`config.mk`:
```
export PLATFORM = sky130hd
export DESIGN_NAME = object_draw_ctrl
export DESIGN_NICKNAME = d
export VERILOG_FILES = /design/src/rtl/object_draw_ctrl_pkg.sv /design/src/rtl/object_draw_ctrl_scan_counter.sv /design/src/rtl/object_draw_ctrl.sv
export SDC_FILE = /design/constraint.sdc
export NUM_CORES = 1
export LEC_CHECK = 0
export CORE_UTILIZATION = 39
export DETAILED_ROUTE_END_ITERATION = 7
export PLACE_DENSITY = 0.71
export SYNTH_ARGS = -nofsm -noshare
export SYNTH_HDL_FRONTEND = slang
export SYNTH_HIERARCHICAL = 1
export SYNTH_SLANG_ARGS = --single-unit
export TNS_END_PERCENT = 10
```
`constraint.sdc`:
```
create_clock -name clock -period 5.1 [get_ports clock]
set_clock_uncertainty 0.15 [all_clocks]
set_input_delay 1.02 -clock clock [delete_from_list [all_inputs] [get_ports clock]]
set_output_delay 1.02 -clock clock [all_outputs]
set_load 0.02 [all_outputs]
```
`src/rtl/object_draw_ctrl_pkg.sv`:
```
// Shared types and default geometry for the object draw controller.
package object_draw_pkg;

    typedef enum logic [1:0] {IDLE, READ, PLOT, DONE} draw_state_t;

    localparam int unsigned N_DEF  = 3;
    localparam int unsigned XS_DEF = 4;
    localparam int unsigned YS_DEF = 4;
    localparam int unsigned NX_DEF = 8;
    localparam int unsigned NY_DEF = 7;

endpackage

```
`src/rtl/object_draw_ctrl_scan_counter.sv`:
```
// Raster scan counters over a 2^XS x 2^YS object; xc runs fastest.
module object_scan_counter #(
    parameter int unsigned XS = 4,
    parameter int unsigned YS = 4
) (
    input  logic          clock,
    input  logic          reset,
    input  logic          clear,
    input  logic          advance,
    output logic [XS-1:0] xc,
    output logic [YS-1:0] yc,
    output logic          last
);

    assign last = (xc == '1) && (yc == '1);

    always_ff @(posedge clock) begin
        if (reset || clear) begin
            xc <= '0;
            yc <= '0;
        end else if (advance) begin
            xc <= xc + 1'b1;
            if (xc == '1)
                yc <= yc + 1'b1;
        end
    end

endmodule

```
`src/rtl/object_draw_ctrl.sv`:
```
// Scans an object ROM one pixel per READ/PLOT pair and issues VGA plot writes at origin (x0, y0).
// Optional macro OBJECT_TRANSPARENT_EN: skip pixels whose ROM colour equals TRANSP (draw mode only).
module object_draw_ctrl
    import object_draw_pkg::*;
#(
    parameter int unsigned n      = N_DEF,
    parameter int unsigned XS     = XS_DEF,
    parameter int unsigned YS     = YS_DEF,
    parameter int unsigned nX     = NX_DEF,
    parameter int unsigned nY     = NY_DEF,
    parameter logic [n-1:0] TRANSP = '0
) (
    input  logic             clock,
    input  logic             reset,
    input  logic             start,
    input  logic             erase,
    input  logic [nX-1:0]    x0,
    input  logic [nY-1:0]    y0,
    input  logic [n-1:0]     bg_colour,
    output logic [XS+YS-1:0] mem_addr,
    input  logic [n-1:0]     mem_q,
    output logic             plot,
    input  logic             plot_ready,
    output logic [nX-1:0]    vga_x,
    output logic [nY-1:0]    vga_y,
    output logic [n-1:0]     vga_colour,
    output logic             busy,
    output logic             done
);

    draw_state_t       state, next_state;
    logic              erase_l;
    logic [nX-1:0]     x0_l;
    logic [nY-1:0]     y0_l;
    logic              clear, advance, last, transparent;
    logic [XS-1:0]     xc;
    logic [YS-1:0]     yc;

    object_scan_counter #(.XS(XS), .YS(YS)) u_scan (
        .clock   (clock),
        .reset   (reset),
        .clear   (clear),
        .advance (advance),
        .xc      (xc),
        .yc      (yc),
        .last    (last)
    );

`ifdef OBJECT_TRANSPARENT_EN
    assign transparent = !erase_l && (mem_q == TRANSP);
`else
    logic unused_transp;
    assign unused_transp = ^TRANSP;
    assign transparent   = 1'b0;
`endif

    always_ff @(posedge clock) begin
        if (reset) begin
            state   <= IDLE;
            erase_l <= 1'b0;
            x0_l    <= '0;
            y0_l    <= '0;
        end else begin
            state <= next_state;
            if (state == IDLE && start) begin
                erase_l <= erase;
                x0_l    <= x0;
                y0_l    <= y0;
            end
        end
    end

    always_comb begin
        next_state = state;
        clear      = 1'b0;
        advance    = 1'b0;
        plot       = 1'b0;
        unique case (state)
            IDLE: if (start) begin
                clear      = 1'b1;
                next_state = READ;
            end
            READ: next_state = PLOT;
            PLOT: begin
                // Transparent pixels advance without a write and ignore plot_ready.
                plot = !transparent;
                if (transparent || plot_ready) begin
                    advance    = 1'b1;
                    next_state = last ? DONE : READ;
                end
            end
            DONE: next_state = IDLE;
            default: next_state = IDLE;
        endcase
    end

    assign busy       = (state != IDLE);
    assign done       = (state == DONE);
    assign mem_addr   = {yc, xc};
    assign vga_x      = x0_l + nX'(xc);
    assign vga_y      = y0_l + nY'(yc);
    assign vga_colour = erase_l ? bg_colour : mem_q;

endmodule

```
==> impl_metrics.json, run 1 <==
{
  "end_kind": "output port",
  "dieArea_sq_um": 4120,
  "max_slew_margin_pct": 40.0,
  "cts.sinks": 26,
  "cp.required_ns": 3.93,
  "die_x_um": 64.2,
  "antenna_found_initial": 0,
  "crit_fanout": 5,
  "r2r-start": "state[1]",
  "final_common_cell": "clkdlybuf4s50_1",
  "tritoncts": "done",
  "ir_drop_mv": 0.138,
  "ys_ff_latch": 26,
  "powerDensity_nw_per_um2": 213,
  "max_freq_mhz": 264,
  "criticalPathCategory": "reg2out",
  "yosysUniqueCellTypes": 35,
  "io_buffers": 54,
  "vias": 1316,
  "gr-usage-all-layers_pct": 16.0,
  "root_buffer": "clkbuf_8",
  "rows": 22,
  "synth_area_sq_um": 1510,
  "swShare_pct": 26.2,
  "grt-ovfl-total": 0,
  "hold_violations": 0,
  "synth_fp_nets": 216,
  "cap_violations": 0,
  "setup_violations": 0,
  "clkPwrFrac_pct": 28.8,
  "die_y_um": 64.2,
  "worstHoldPathType": "reg2reg",
  "area_delta_synth_final_pct": 40.8,
  "r2r_slack_ns": 3.26,
  "drc_errors": 0,
  "hpwl_um": 2310,
  "hold_buffers": 0,
  "path_clk_slew_ns": 0.09,
  "p_switching_w": 0.000119,
  "cts_buffers": 3,
  "yosysWarnings": 6,
  "syn_inst": 178,
  "initial_core_util_pct": 40.9,
  "internal_power_w": 0.000334,
  "grt_pass1_vias": 1192,
  "wl_per_cell_um": 10.9,
  "grt_max_degree": 20,
  "crit_arrival_ns": 2.62,
  "routed_wl_um": 3030,
  "endpoint": "vga_y[6]",
  "drv_slew": 0,
  "core_sq_um": 3690,
  "grt_setup_unrepaired": "no",
  "p_seq_share_pct": 48.7,
  "fin_nets": 270,
  "io-pin-count": 55,
  "power_leakage_nw": 0.828,
  "p_comb_share_pct": 22.5,
  "worst_slew_pin_slew_ns": 0.898,
  "drt-vias-per-instance": 4.72,
  "yosysSeqAreaShare_pct": 34.5,
  "htree_levels": 1,
  "ant_nets": 0,
  "post_cts_buffers": 0,
  "drt-pass1-iter-count": 4,
  "clock_latency_ns": 0.26,
  "grt_first_pass_wirelength_um": 5160,
  "final.setup.worst_slack_ns": 1.31,
  "reg2reg_to": "u_scan/yc[3]",
  "n_fill_cell": 381,
  "layout_common_cells": "clkdlybuf4s50_1 (54), nand2_1 (36), dfxtp_1 (26), inv_1 (14), a21oi_1 (11)",
  "r2r_cells": 5,
  "cts_max_path_buffers": 2,
  "diodes": 0,
  "drive_above_1_share_pct": 9.52,
  "status": "complete, no violations",
  "synth.avg_cell_area_sq_um": 8.48,
  "setup_tns_ns": 0,
  "cp-start-kind": "register",
  "post-route-period-util_pct": 74.2,
  "post-route-min-period_ns": 3.79,
  "cp-startpoint": "u_scan/yc[0]",
  "pre_cts_ws_ns": 1.63,
  "place.gp.congestion": 0.810,
  "drt_first_iter_violations": 53,
  "cts_resized": 0
}
-- metal layers --
layer  GRT usage (%)  part of all wire, %  wire (um)
met1            20.4                   49       1470
met2            27.0                   48       1440
met3            2.68                  2.8         86
met4            5.83                 0.89         27
met5               0                    0          0
-- flip-flops by register name, summed over array words and instances, names as in the netlist --
register / flops
x0_l: 8
y0_l: 7
u_scan/xc: 4
u_scan/yc: 4
state: 2
erase_l: 1
-- Yosys cell counts --
cell / number / area share [%]
o21ai_0: 7 / 2.3
nor2_1: 10 / 2.5
a21oi_1: 11 / 3.6
nor2b_1: 2 / 0.83
or3_1: 2 / 0.83
xor2_1: 6 / 3.5
or2_2: 1 / 0.41
ha_1: 10 / 8.3
mux2i_1: 3 / 2.0
and2_1: 2 / 0.83
inv_1: 14 / 3.5
a211oi_1: 2 / 0.99
nand3_1: 3 / 0.99
o2111ai_1: 1 / 0.58
nand4_4: 1 / 1.4
nand4_1: 2 / 0.83
fa_1: 2 / 2.7
o211ai_1: 2 / 0.99
a21boi_0: 1 / 0.50
dfxtp_1: 26 / 34
nand2_1: 36 / 8.9
a21oi_2: 9 / 5.2
nor2_2: 1 / 0.41
a21o_1: 2 / 0.99
buf_4: 1 / 0.50
xnor2_1: 8 / 4.6
nand2b_1: 2 / 0.83
buf_12: 1 / 1.3
nand2_4: 1 / 0.75
clkbuf_1: 2 / 0.50
buf_2: 1 / 0.33
nor3_1: 1 / 0.33
mux2_2: 3 / 2.2
inv_6: 1 / 0.58
nand2_2: 1 / 0.41
-- worst max-delay path: stages (launching register included) --
cell and delay (ns):
dfxtp_1 0.42, ha_1 0.19, inv_1 0.05, fa_1 0.38, nand2b_1 0.15, a21boi_0 0.23, o211ai_1 0.13, xnor2_1 0.17
clkdlybuf4s50_1 0.62
-- how the worst min path moves through the flow --
stage,start,to,slack [ns],depth (start not counted)
detailed placement,x0_l[0],x0_l[0],0.30,2
global placement,y0_l[3],y0_l[3],0.30,2
finish,x0_l[0],x0_l[0],0.32,2
CTS,x0_l[0],x0_l[0],0.32,2
floorplan,x0_l[0],x0_l[0],0.29,2
global route,x0_l[0],x0_l[0],0.35,2
-- power groups by stage --
stage / clock [W] / sequential [W] / combinational [W]
2_1_floorplan: 0 / 0.000224 / 0.0000595
3_3_place_gp: 0 / 0.000226 / 0.000102
3_5_place_dp: 0 / 0.000226 / 0.000103
4_1_cts: 0.000137 / 0.000221 / 0.000103
5_1_grt: 0.000148 / 0.000223 / 0.000111
6_report: 0.000130 / 0.000221 / 0.000102
-- through the flow --
stage / area, sq um / hold slack, ns / cells / util, % / power [W]
detailed placement: 2070 / 0.305 / 275 / 56.1 / 0.000329
CTS: 2130 / 0.320 / 279 / 57.6 / 0.000462
global route: 2130 / 0.346 / 279 / 57.6 / 0.000482
global placement: 2070 / 0.302 / 275 / 56.1 / 0.000328
finish: 2130 / 0.321 / 279 / 57.6 / 0.000453
floorplan: 1510 / 0.291 / 178 / - / 0.000284
-- layout make-up --
cell class              count  area (sq um)  area share (%)
multi-input cells         132           888            41.8
repair buffers             54           541            25.4
flip-flops and latches     26           520            24.5
inverters                  15          61.3            2.88
well taps                  48          60.1            2.83
clock buffers               4          55.1            2.59
-- cell families (layout without fill, tap and decap cells) --
logic type               count (synthesis)  after routing  share of synthesized area, %
AND/OR/NAND/NOR                         65             65                          20.3
multiplexers                             6              6                          4.23
buffers and inverters                   20             73                          6.71
XOR/XNOR                                14             14                          8.12
AO/OA/AOI/OAI                           35             35                          15.2
flip-flops                              26             26                          34.5
adder cells (fa/ha/maj)                 12             12                          10.9
Power figures use the tool's default switching activity.
==> run 2: changes to the inputs <==
--- a/config.mk
+++ b/config.mk
@@ -7,7 +7,7 @@
 export LEC_CHECK = 0
 export CORE_UTILIZATION = 39
 export DETAILED_ROUTE_END_ITERATION = 7
-export PLACE_DENSITY = 0.71
+export PLACE_DENSITY = 0.74
 export SYNTH_ARGS = -nofsm -noshare
 export SYNTH_HDL_FRONTEND = slang
 export SYNTH_HIERARCHICAL = 1
==> constraint.sdc (replaced) <==
create_clock -name clock -period 3.45 [get_ports clock]
set_clock_uncertainty 0.15 [all_clocks]
set_input_delay 0.69 -clock clock [delete_from_list [all_inputs] [get_ports clock]]
set_output_delay 0.69 -clock clock [all_outputs]
set_load 0.02 [all_outputs]
==> run 2 against run 1 <==
Net effect:
- die area did not move
- first-iteration DRC count shrank 3.8%
- global-route usage grew 1.6 points
- sequential share of layout area fell by 0.086 points
- combinational power grew 49%
- count of clock-buffer cells in the layout fell by 1
- non-clock buffer count rose by 2
- power rose by 43%
- worst hold slack worse by 0.0079 ns
- sequential power up 48%
- via count increased by 2.2%
- largest cell class unchanged
==> impl_metrics.json, run 2 (same netlist as run 1, synthesis figures left out) <==
{
  "gr-usage-all-layers_pct": 17.6,
  "min_from": "x0_l[2]",
  "internal_power_w": 0.000470,
  "cts.sinks": 26,
  "die_x_um": 64.2,
  "setup_violations": 0,
  "post_cts_buffers": 0,
  "worst_slew_pin_slew_ns": 0.433,
  "placed_area_sq_um": 2090,
  "layout_common_cells": "clkdlybuf4s50_1 (50), nand2_1 (36), dfxtp_1 (26), inv_1 (14), a21oi_1 (11)",
  "cp-startpoint": "u_scan/yc[0]",
  "powerDensity_nw_per_um2": 304,
  "grt_first_pass_wirelength_um": 5710,
  "cts_buffers": 3,
  "setup_tns_ns": 0,
  "diodes": 0,
  "grt_pass1_vias": 1274,
  "die_y_um": 64.2,
  "ir_drop_mv": 0.172,
  "top_regs": "x0_l x8, y0_l x7",
  "max_slew_margin_pct": 71.0,
  "dieArea_sq_um": 4120,
  "drive_above_1_share_pct": 9.91,
  "drv_slew": 0,
  "grt-ovfl-total": 0,
  "grt_setup_unrepaired": "no",
  "largest_reg_flops": 8,
  "seq_area_sq_um": 520,
  "cts_resized": 1,
  "pre_cts_ws_ns": 0.274,
  "drt-pass1-iter-count": 4,
  "criticalPathCategory": "reg2out",
  "status": "complete, no violations",
  "drt-vias-per-instance": 4.80,
  "swShare_pct": 27.4,
  "path_delay_family": "adder cells",
  "fin_cells": 280,
  "core_sq_um": 3690,
  "dpl.cell_count": 277,
  "crit_arrival_ns": 2.36,
  "p_comb_share_pct": 23.4,
  "r2r-start": "state[1]",
  "cp.required_ns": 2.61,
  "hpwl_um": 2480,
  "cap_violations": 0,
  "clkPwrFrac_pct": 26.0,
  "io_buffers": 54,
  "io-pin-count": 55,
  "max_freq_mhz": 313,
  "final_area_sq_um": 2130,
  "crit_buf_inv": 2,
  "p_switching_w": 0.000177,
  "worstHoldPathType": "reg2reg",
  "area_delta_synth_final_pct": 41.3,
  "clock_latency_ns": 0.26,
  "htree_levels": 1,
  "drc_errors": 0,
  "vias": 1345,
  "place.gp.congestion": 0.737,
  "final.setup.worst_slack_ns": 0.253,
  "final_common_cell": "clkdlybuf4s50_1",
  "hold_buffers": 0,
  "root_buffer": "clkbuf_8",
  "max_flop_register": "x0_l",
  "ant_nets": 0,
  "critPathMaxStageDelay_ns": 0.42,
  "power_leakage_nw": 0.884,
  "crit_path_top_delay_cell": "dfxtp_1",
  "initial_core_util_pct": 40.9,
  "fin_nets": 272,
  "p_seq_share_pct": 50.6,
  "n_fill_cell": 360,
  "post-route-period-util_pct": 92.7,
  "grt_max_degree": 18,
  "tritoncts": "done",
  "end_kind": "output port",
  "path_cells": "ha_1, inv_1, fa_1, nand2b_1, a21boi_0, o211ai_1, xnor2_1, dlygate4sd2_1",
  "routed_wl_um": 3250,
  "cts_max_path_buffers": 2,
  "hold_violations": 0,
  "crit_fanout": 5,
  "rows": 22,
  "post-route-min-period_ns": 3.20,
  "wl_per_cell_um": 11.6,
  "antenna_found_initial": 0,
  "multi_input_area_sq_um": 888,
  "cp-start-kind": "register",
  "path_clk_slew_ns": 0.09,
  "drt_first_iter_violations": 51
}
-- run 2: cell count changes in the layout (fill, tap and decap cells not counted), sizes merged --
| cell | before | now |
|---|---|---|
| buf | 0 | 2 |
| clkbuf | 4 | 3 |
| clkdlybuf4s50 | 54 | 50 |
| dlygate4sd2 | 0 | 1 |
| dlymetal6s2s | 0 | 3 |
-- run 2: per-stage QoR --
stage               util (%)  total power, W  hold slack (ns)
finish                  57.8        0.000648            0.313
global route            57.8        0.000679            0.347
CTS                     57.6        0.000654            0.318
detailed placement      56.5        0.000488            0.304
global placement        56.5        0.000486            0.300
floorplan                  -        0.000419            0.291
-- run 2: power by group through the flow --
| stage | Combinational, W | Clock (W) | Sequential [W] |
|---|---|---|---|
| 2_1_floorplan | 0.0000879 | 0 | 0.000331 |
| 3_3_place_gp | 0.000152 | 0 | 0.000334 |
| 3_5_place_dp | 0.000153 | 0 | 0.000334 |
| 4_1_cts | 0.000154 | 0.000173 | 0.000327 |
| 5_1_grt | 0.000166 | 0.000183 | 0.000330 |
| 6_report | 0.000152 | 0.000168 | 0.000327 |
-- run 2: cell type report --
type                    instances  share of cell area [%]
well taps                      48                    2.82
inverters                      15                    2.87
flip-flops and latches         26                    24.4
multi-input cells             132                    41.6
repair buffers                 56                    26.3
clock buffers                   3                    1.94
-- run 2: worst reg2reg max path: stages (launching register included) --
cell and delay, ns:
dfxtp_1 0.41, nor2b_1 0.21, and2_1 0.31, nand4_4 0.19, or3_1 0.37, a21oi_1 0.14
-- run 2: worst paths after layout --
path | slack [ns] | endpoint | depth (start not counted)
worst max-delay path | 0.25 | vga_y[6] | 8
worst min-delay path | 0.31 | x0_l[2] | 2
worst max register to register | 1.61 | u_scan/yc[3] | 5
worst min register to register | 0.31 | x0_l[2] | 2
-- run 2: per-layer routing --
layer	track usage [%]	up-vias	part of all wire, %
met5	0	-	0
met4	4.72	0	0.43
met3	2.32	2	3.7
met2	29.9	37	47
met1	23.2	613	49
li1	-	693	-
